$ cat config.mk
export PLATFORM = sky130hd
export DESIGN_NAME = count_snapshot_fifo_flat
export DESIGN_NICKNAME = d
export VERILOG_FILES = /design/src/rtl/count_snapshot_fifo_if.sv /design/src/rtl/count_snapshot_fifo.sv /design/src/flat_wrapper.sv
export SDC_FILE = /design/constraint.sdc
export NUM_CORES = 1
export LEC_CHECK = 0
export CAP_MARGIN = 20
export CORE_ASPECT_RATIO = 0.9
export CORE_MARGIN = 1
export CORE_UTILIZATION = 45
export CTS_BUF_LIST = sky130_fd_sc_hd__clkbuf_4 sky130_fd_sc_hd__clkbuf_8
export DETAILED_ROUTE_END_ITERATION = 8
export PLACE_DENSITY = 0.76
export SLEW_MARGIN = 0
export SYNTH_ARGS = -nofsm -noshare
export SYNTH_HDL_FRONTEND = slang
export SYNTH_SLANG_ARGS = --single-unit
$ cat constraint.sdc
create_clock -name clk -period 5.6 [get_ports clk]
set_clock_uncertainty 0.2 [all_clocks]
set_input_delay 1.12 -clock clk [delete_from_list [all_inputs] [get_ports clk]]
set_output_delay 1.12 -clock clk [all_outputs]
set_load 0.005 [all_outputs]
$ cat src/rtl/count_snapshot_fifo_if.sv
// Output handshake bundle for count_snapshot_fifo: head entry plus valid/ready.
// The FIFO drives the master side; the drain/display logic uses the slave side.
interface count_snapshot_fifo_if #(
    parameter int DATA_W = 16
);
    logic [DATA_W-1:0] out_data;
    logic              out_valid;
    logic              out_ready;

    modport master (
        output out_data,
        output out_valid,
        input  out_ready
    );

    modport slave (
        input  out_data,
        input  out_valid,
        output out_ready
    );
endinterface

$ cat src/rtl/count_snapshot_fifo.sv
// Extends an 8-bit activity count to 16 bits by counting overflow pulses into a
// high byte, and snapshots the extended count into a small first-word-fall-through
// FIFO on each capture request. Snapshots arriving while full are counted as drops.
module count_snapshot_fifo #(
    parameter  int CNT_W = 8,
    parameter  int EXT_W = 8,
    parameter  int DEPTH = 4,
    localparam int LVL_W = $clog2(DEPTH) + 1
) (
    input  logic                  clk,
    input  logic                  rst_n,
    input  logic [CNT_W-1:0]      cnt_in,
    input  logic                  ovf_in,
    input  logic                  snap_req,
    input  logic                  clr,
    count_snapshot_fifo_if.master out_if,
    output logic                  full,
    output logic                  empty,
    output logic [LVL_W-1:0]      level,
    output logic [7:0]            drop_cnt
);
    localparam int PTR_W  = $clog2(DEPTH);
    localparam int DATA_W = EXT_W + CNT_W;

    logic [EXT_W-1:0]  r_ext;
    logic [PTR_W-1:0]  r_wr_ptr;
    logic [PTR_W-1:0]  r_rd_ptr;
    logic [LVL_W-1:0]  r_level;
    logic              r_full;
    logic              r_empty;
    logic [7:0]        r_drop_cnt;
    logic [DATA_W-1:0] r_mem [DEPTH];

    logic              w_pop;
    logic              w_push;
    logic              w_drop;
    logic [EXT_W-1:0]  w_ext_eff;
    logic [DATA_W-1:0] w_snap;
    logic [LVL_W-1:0]  w_level_next;

    // Handshake decode; clr overrides everything. A pop frees a slot in the same
    // cycle, so a full FIFO still accepts a snapshot while it is being drained.
    assign w_pop  = ~r_empty & out_if.out_ready & ~clr;
    assign w_push = snap_req & ~clr & (~r_full | w_pop);
    assign w_drop = snap_req & ~clr & r_full & ~w_pop;

    // An overflow in the capture cycle already counts toward the high byte,
    // keeping captured values monotonic across a counter wrap.
    assign w_ext_eff = ovf_in ? r_ext + 1'b1 : r_ext;
    assign w_snap    = {w_ext_eff, cnt_in};

    // Occupancy after this edge.
    always_comb begin
        w_level_next = r_level;
        if (clr) begin
            w_level_next = '0;
        end else if (w_push && !w_pop) begin
            w_level_next = r_level + 1'b1;
        end else if (w_pop && !w_push) begin
            w_level_next = r_level - 1'b1;
        end
    end

    // Overflow-extension register: counts overflow pulses, wraps silently.
    always_ff @(posedge clk or negedge rst_n) begin
        if (!rst_n) begin
            r_ext <= '0;
        end else if (clr) begin
            r_ext <= '0;
        end else if (ovf_in) begin
            r_ext <= r_ext + 1'b1;
        end
    end

    // Pointers, level and flags all move on the same edge.
    always_ff @(posedge clk or negedge rst_n) begin
        if (!rst_n) begin
            r_wr_ptr <= '0;
            r_rd_ptr <= '0;
            r_level  <= '0;
            r_full   <= 1'b0;
            r_empty  <= 1'b1;
        end else begin
            if (clr) begin
                r_wr_ptr <= '0;
                r_rd_ptr <= '0;
            end else begin
                if (w_push) r_wr_ptr <= r_wr_ptr + 1'b1;
                if (w_pop)  r_rd_ptr <= r_rd_ptr + 1'b1;
            end
            r_level <= w_level_next;
            r_full  <= (w_level_next == LVL_W'(DEPTH));
            r_empty <= (w_level_next == '0);
        end
    end

    // Saturating count of snapshots discarded because the FIFO was full.
    always_ff @(posedge clk or negedge rst_n) begin
        if (!rst_n) begin
            r_drop_cnt <= '0;
        end else if (clr) begin
            r_drop_cnt <= '0;
        end else if (w_drop && r_drop_cnt != 8'hFF) begin
            r_drop_cnt <= r_drop_cnt + 1'b1;
        end
    end

    // Storage array; contents need no reset because the output is gated by valid.
    always_ff @(posedge clk) begin
        if (w_push) begin
            r_mem[r_wr_ptr] <= w_snap;
        end
    end

    assign out_if.out_valid = ~r_empty;
    assign out_if.out_data  = r_empty ? '0 : r_mem[r_rd_ptr];
    assign full             = r_full;
    assign empty            = r_empty;
    assign level            = r_level;
    assign drop_cnt         = r_drop_cnt;
endmodule

$ cat src/flat_wrapper.sv
// flat-port wrapper written by rule: the top's interface ports become plain ports
module count_snapshot_fifo_flat 
#(
    parameter  int CNT_W = 8,
    parameter  int EXT_W = 8,
    parameter  int DEPTH = 4,
    localparam int LVL_W = $clog2(DEPTH) + 1
)
  (clk, rst_n, cnt_in, ovf_in, snap_req, clr, full, empty, level, drop_cnt, out_if_out_data, out_if_out_valid, out_if_out_ready);
  count_snapshot_fifo_if #(.DATA_W(16)) out_if_i ();
  input  logic clk;
  input  logic rst_n;
  input  logic [CNT_W-1:0] cnt_in;
  input  logic ovf_in;
  input  logic snap_req;
  input  logic clr;
  output logic full;
  output logic empty;
  output logic [LVL_W-1:0] level;
  output logic [7:0] drop_cnt;
  output wire logic [$bits(out_if_i.out_data)-1:0] out_if_out_data;
  output wire logic [$bits(out_if_i.out_valid)-1:0] out_if_out_valid;
  input wire logic [$bits(out_if_i.out_ready)-1:0] out_if_out_ready;
  assign out_if_out_data = out_if_i.out_data;
  assign out_if_out_valid = out_if_i.out_valid;
  assign out_if_i.out_ready = out_if_out_ready;
  count_snapshot_fifo #(.CNT_W(CNT_W), .EXT_W(EXT_W), .DEPTH(DEPTH)) u_core (.clk(clk), .rst_n(rst_n), .cnt_in(cnt_in), .ovf_in(ovf_in), .snap_req(snap_req), .clr(clr), .out_if(out_if_i), .full(full), .empty(empty), .level(level), .drop_cnt(drop_cnt));
endmodule
==> run metrics <==
gp weighted congestion=0.749; r2r startpoint=u_core.empty$_DFF_PN1_; Internal=993 uW; Starting Density=47.1%; post-synthesis adder-cell area fraction=2.61%; Port Buffers=43; Slew headroom=41.4%; CP required=4280 ps; fin util=55.8%; Comb pwr share=13.0%; Worst R2R Path Depth=3; RR Endpoint=u_core.r_mem[3][14]$_DFFE_PP_; fillers=662; Syn Area/Cell=16.1 sq um; Distinct cells, synth=37; Max-Cap Viols=0; Yosys top cell area share=50.1%; Layout Cells excl Fill=389; Peak Freq=275 MHz; part of the Yosys area used for sequential elements=66.5%; Crit. Startpoint=u_core.r_rd_ptr[0]$_DFFE_PN0P_; routed vias/inst=5.39; Max H-tree Level=3; TritonCTS buffer count=9; mux contribution to synthesized area=10.7%; DP HPWL=4080 um; GRT overflow=0; Setup Fix Bufs, Post-CTS=0; dominant cells by area after synthesis=edfxtp_1 50%, dfrtp_1 16%, mux4_2 9.4%, and2_1 3.4%, ha_1 2.6%; Post-Syn Nets=260; via count=2095; simple-gate portion of the synthesized area=11.4%; Top Ports=44; Power Total=1.30 mW; overall global routing resource usage=16.0%; startpoint types=register; Root Driver=clkbuf_8; hold slack=337 ps; Synth Area in Compound Gates=3.75%; die height=89.6 um; drt pass-1 iters=5; synthesized area=3830 sq um; Hold Path Stages=1; Clk network pwr share=29.1%; CP arrival=2310 ps; switching portion of total power=23.9%; clock latency on the worst-skew pair=350 ps; Leak Pwr=1.58 nW; layout cell share with drive strength beyond 1=14.5%; first-pass GRT wire length=10500 um; area delta synth->final=18.6%; Core Area=8150 sq um; Post-CTS Hold Buffers=0; placed inst area=4350 sq um; Wirelength per Cell=16.6 um; design area=4550 sq um; crit path to=out_if_out_data[12]; initial antenna violation count=0; Critical Path End Type=primary output; outcome=completed; Peak VDD IR=0.134 mV; CP Class=register to primary output; Reg2Reg Setup Slack=3200 ps; Yosys top cell by area=edfxtp_1; Resized cells post-CTS=0; Die Wd=99.3 um; final setup fails=0; clk sink count=89; FF+latch count, synth=89; Pins Over Slew Limit=0; min-delay worst type=register to register; DR iter-0 viols=90; largest net degree at the start of global routing=28; Final WS setup=1970 ps; post-route clock period utilization=64.8%; setup TNS=0 ps; Least-Margin Pin Slew=879 ps; placed insts=373; Post-Syn Instances=238; Clock Pin Slew Worst Setup and Hold Paths=80 ps; Total Die Area=8890 sq um; sequential share of power=57.8%; largest family of logic cells by synthesized area=simple AND/OR/NAND/NOR gates; XOR/XNOR Fraction of Synth Area=2.74%; CTS tree=built; Rows=31; crit path time final=3630 ps; vias in the first global route=2115; Synth warnings=0; Final Hold Fails=0; post-route ant nets=0; CTS max path bufs=2; ANT cells=0; final wirelength=6440 um; RSZ-0062 raised after global routing=false; drt drc=0; crit-path max FO=13; PD cells=287 nW/um^2; NetSw=311 uW; post-place setup slack=1810 ps; Nets=308
## flip-flops by register name, summed over array words and instances (netlist names)
signal / count
u_core.drop_cnt: 8
u_core.r_wr_ptr: 2
u_core.r_rd_ptr: 2
u_core.level: 3
u_core.r_ext: 8
u_core.full: 1
u_core.r_mem: 64
u_core.empty: 1
## metal layers
layer	vias up	share of wire [%]	wire length [um]	global-route usage, %
met5	-	0	0	0
met4	0	0.75	48	4.81
met3	6	5.2	336	5.55
met2	64	49	3150	26.8
met1	1042	45	2900	20.0
li1	983	-	-	-
## cells in the final DEF (no fill, tap or decap), drive strengths merged, types with 8 or more instances in the layout
cell	count
edfxtp	64
clkdlybuf4s50	43
dfrtp	24
and2	21
mux4	16
nor2	12
nor2b	12
inv	10
clkbuf	9
ha	8
## how the worst min path moves through the flow
stage	start	to	slack [ps]
after floorplan	u_core.level[2]$_DFF_PN0_	u_core.level[2]$_DFF_PN0_	310
after global placement	u_core.level[2]$_DFF_PN0_	u_core.level[2]$_DFF_PN0_	320
after detailed placement	u_core.level[2]$_DFF_PN0_	u_core.level[2]$_DFF_PN0_	310
after CTS	u_core.level[2]$_DFF_PN0_	u_core.level[2]$_DFF_PN0_	340
after global routing	u_core.level[2]$_DFF_PN0_	u_core.level[2]$_DFF_PN0_	350
final	u_core.level[2]$_DFF_PN0_	u_core.level[2]$_DFF_PN0_	340
## worst max-delay path, stage by stage (launching register included)
cell             delay [ps]
dfrtp_1                 620
buf_16                  220
mux4_2                  510
and2_1                  170
clkdlybuf4s50_1         440
## cell usage after synthesis
| cell | count |
|---|---|
| a21oi_1 | 7 |
| a221oi_1 | 1 |
| a31oi_1 | 1 |
| a32o_2 | 1 |
| a32oi_1 | 1 |
| and2_1 | 21 |
| buf_2 | 2 |
| buf_4 | 2 |
| buf_6 | 2 |
| clkbuf_1 | 3 |
| dfrtp_1 | 24 |
| dfstp_2 | 1 |
| edfxtp_1 | 64 |
| ha_1 | 8 |
| inv_1 | 8 |
| mux2_2 | 1 |
| mux2i_1 | 4 |
| mux4_2 | 16 |
| nand2_1 | 5 |
| nand2b_1 | 1 |
| nand3_1 | 4 |
| nand4_1 | 4 |
| nand4_2 | 1 |
| nor2_1 | 12 |
| nor2b_1 | 11 |
| nor2b_4 | 1 |
| nor3_1 | 2 |
| nor4b_4 | 1 |
| o2111ai_4 | 1 |
| o21ai_0 | 5 |
| o31ai_1 | 3 |
| or2b_2 | 1 |
| or2b_4 | 1 |
| or3_1 | 4 |
| or4_1 | 2 |
| xnor2_1 | 7 |
| xor2_1 | 5 |
## cell type report
class,instances,area [sq um],area share (%)
flip-flops and latches,89,2550,56.1
multi-input cells,132,1200,26.3
repair buffers,46,480,10.6
clock buffers,9,124,2.72
well taps,99,124,2.72
clock inverters,6,43.8,0.963
inverters,8,30.0,0.660
## cells by family after synthesis
family | count (synthesis)
flip-flops | 89
AND/OR/NAND/NOR | 71
multiplexers | 21
AO/OA/AOI/OAI | 20
buffers and inverters | 17
XOR/XNOR | 12
adder cells (fa/ha/maj) | 8
## power by group through the flow
stage,combinational (mW),sequential [mW],clock [mW]
floorplan,0.0974,0.760,0
global placement,0.157,0.774,0
detailed placement,0.161,0.775,0
CTS,0.162,0.760,0.394
global route,0.187,0.758,0.421
finish,0.170,0.754,0.380
Note: power is estimated with default switching activity, not from simulation.
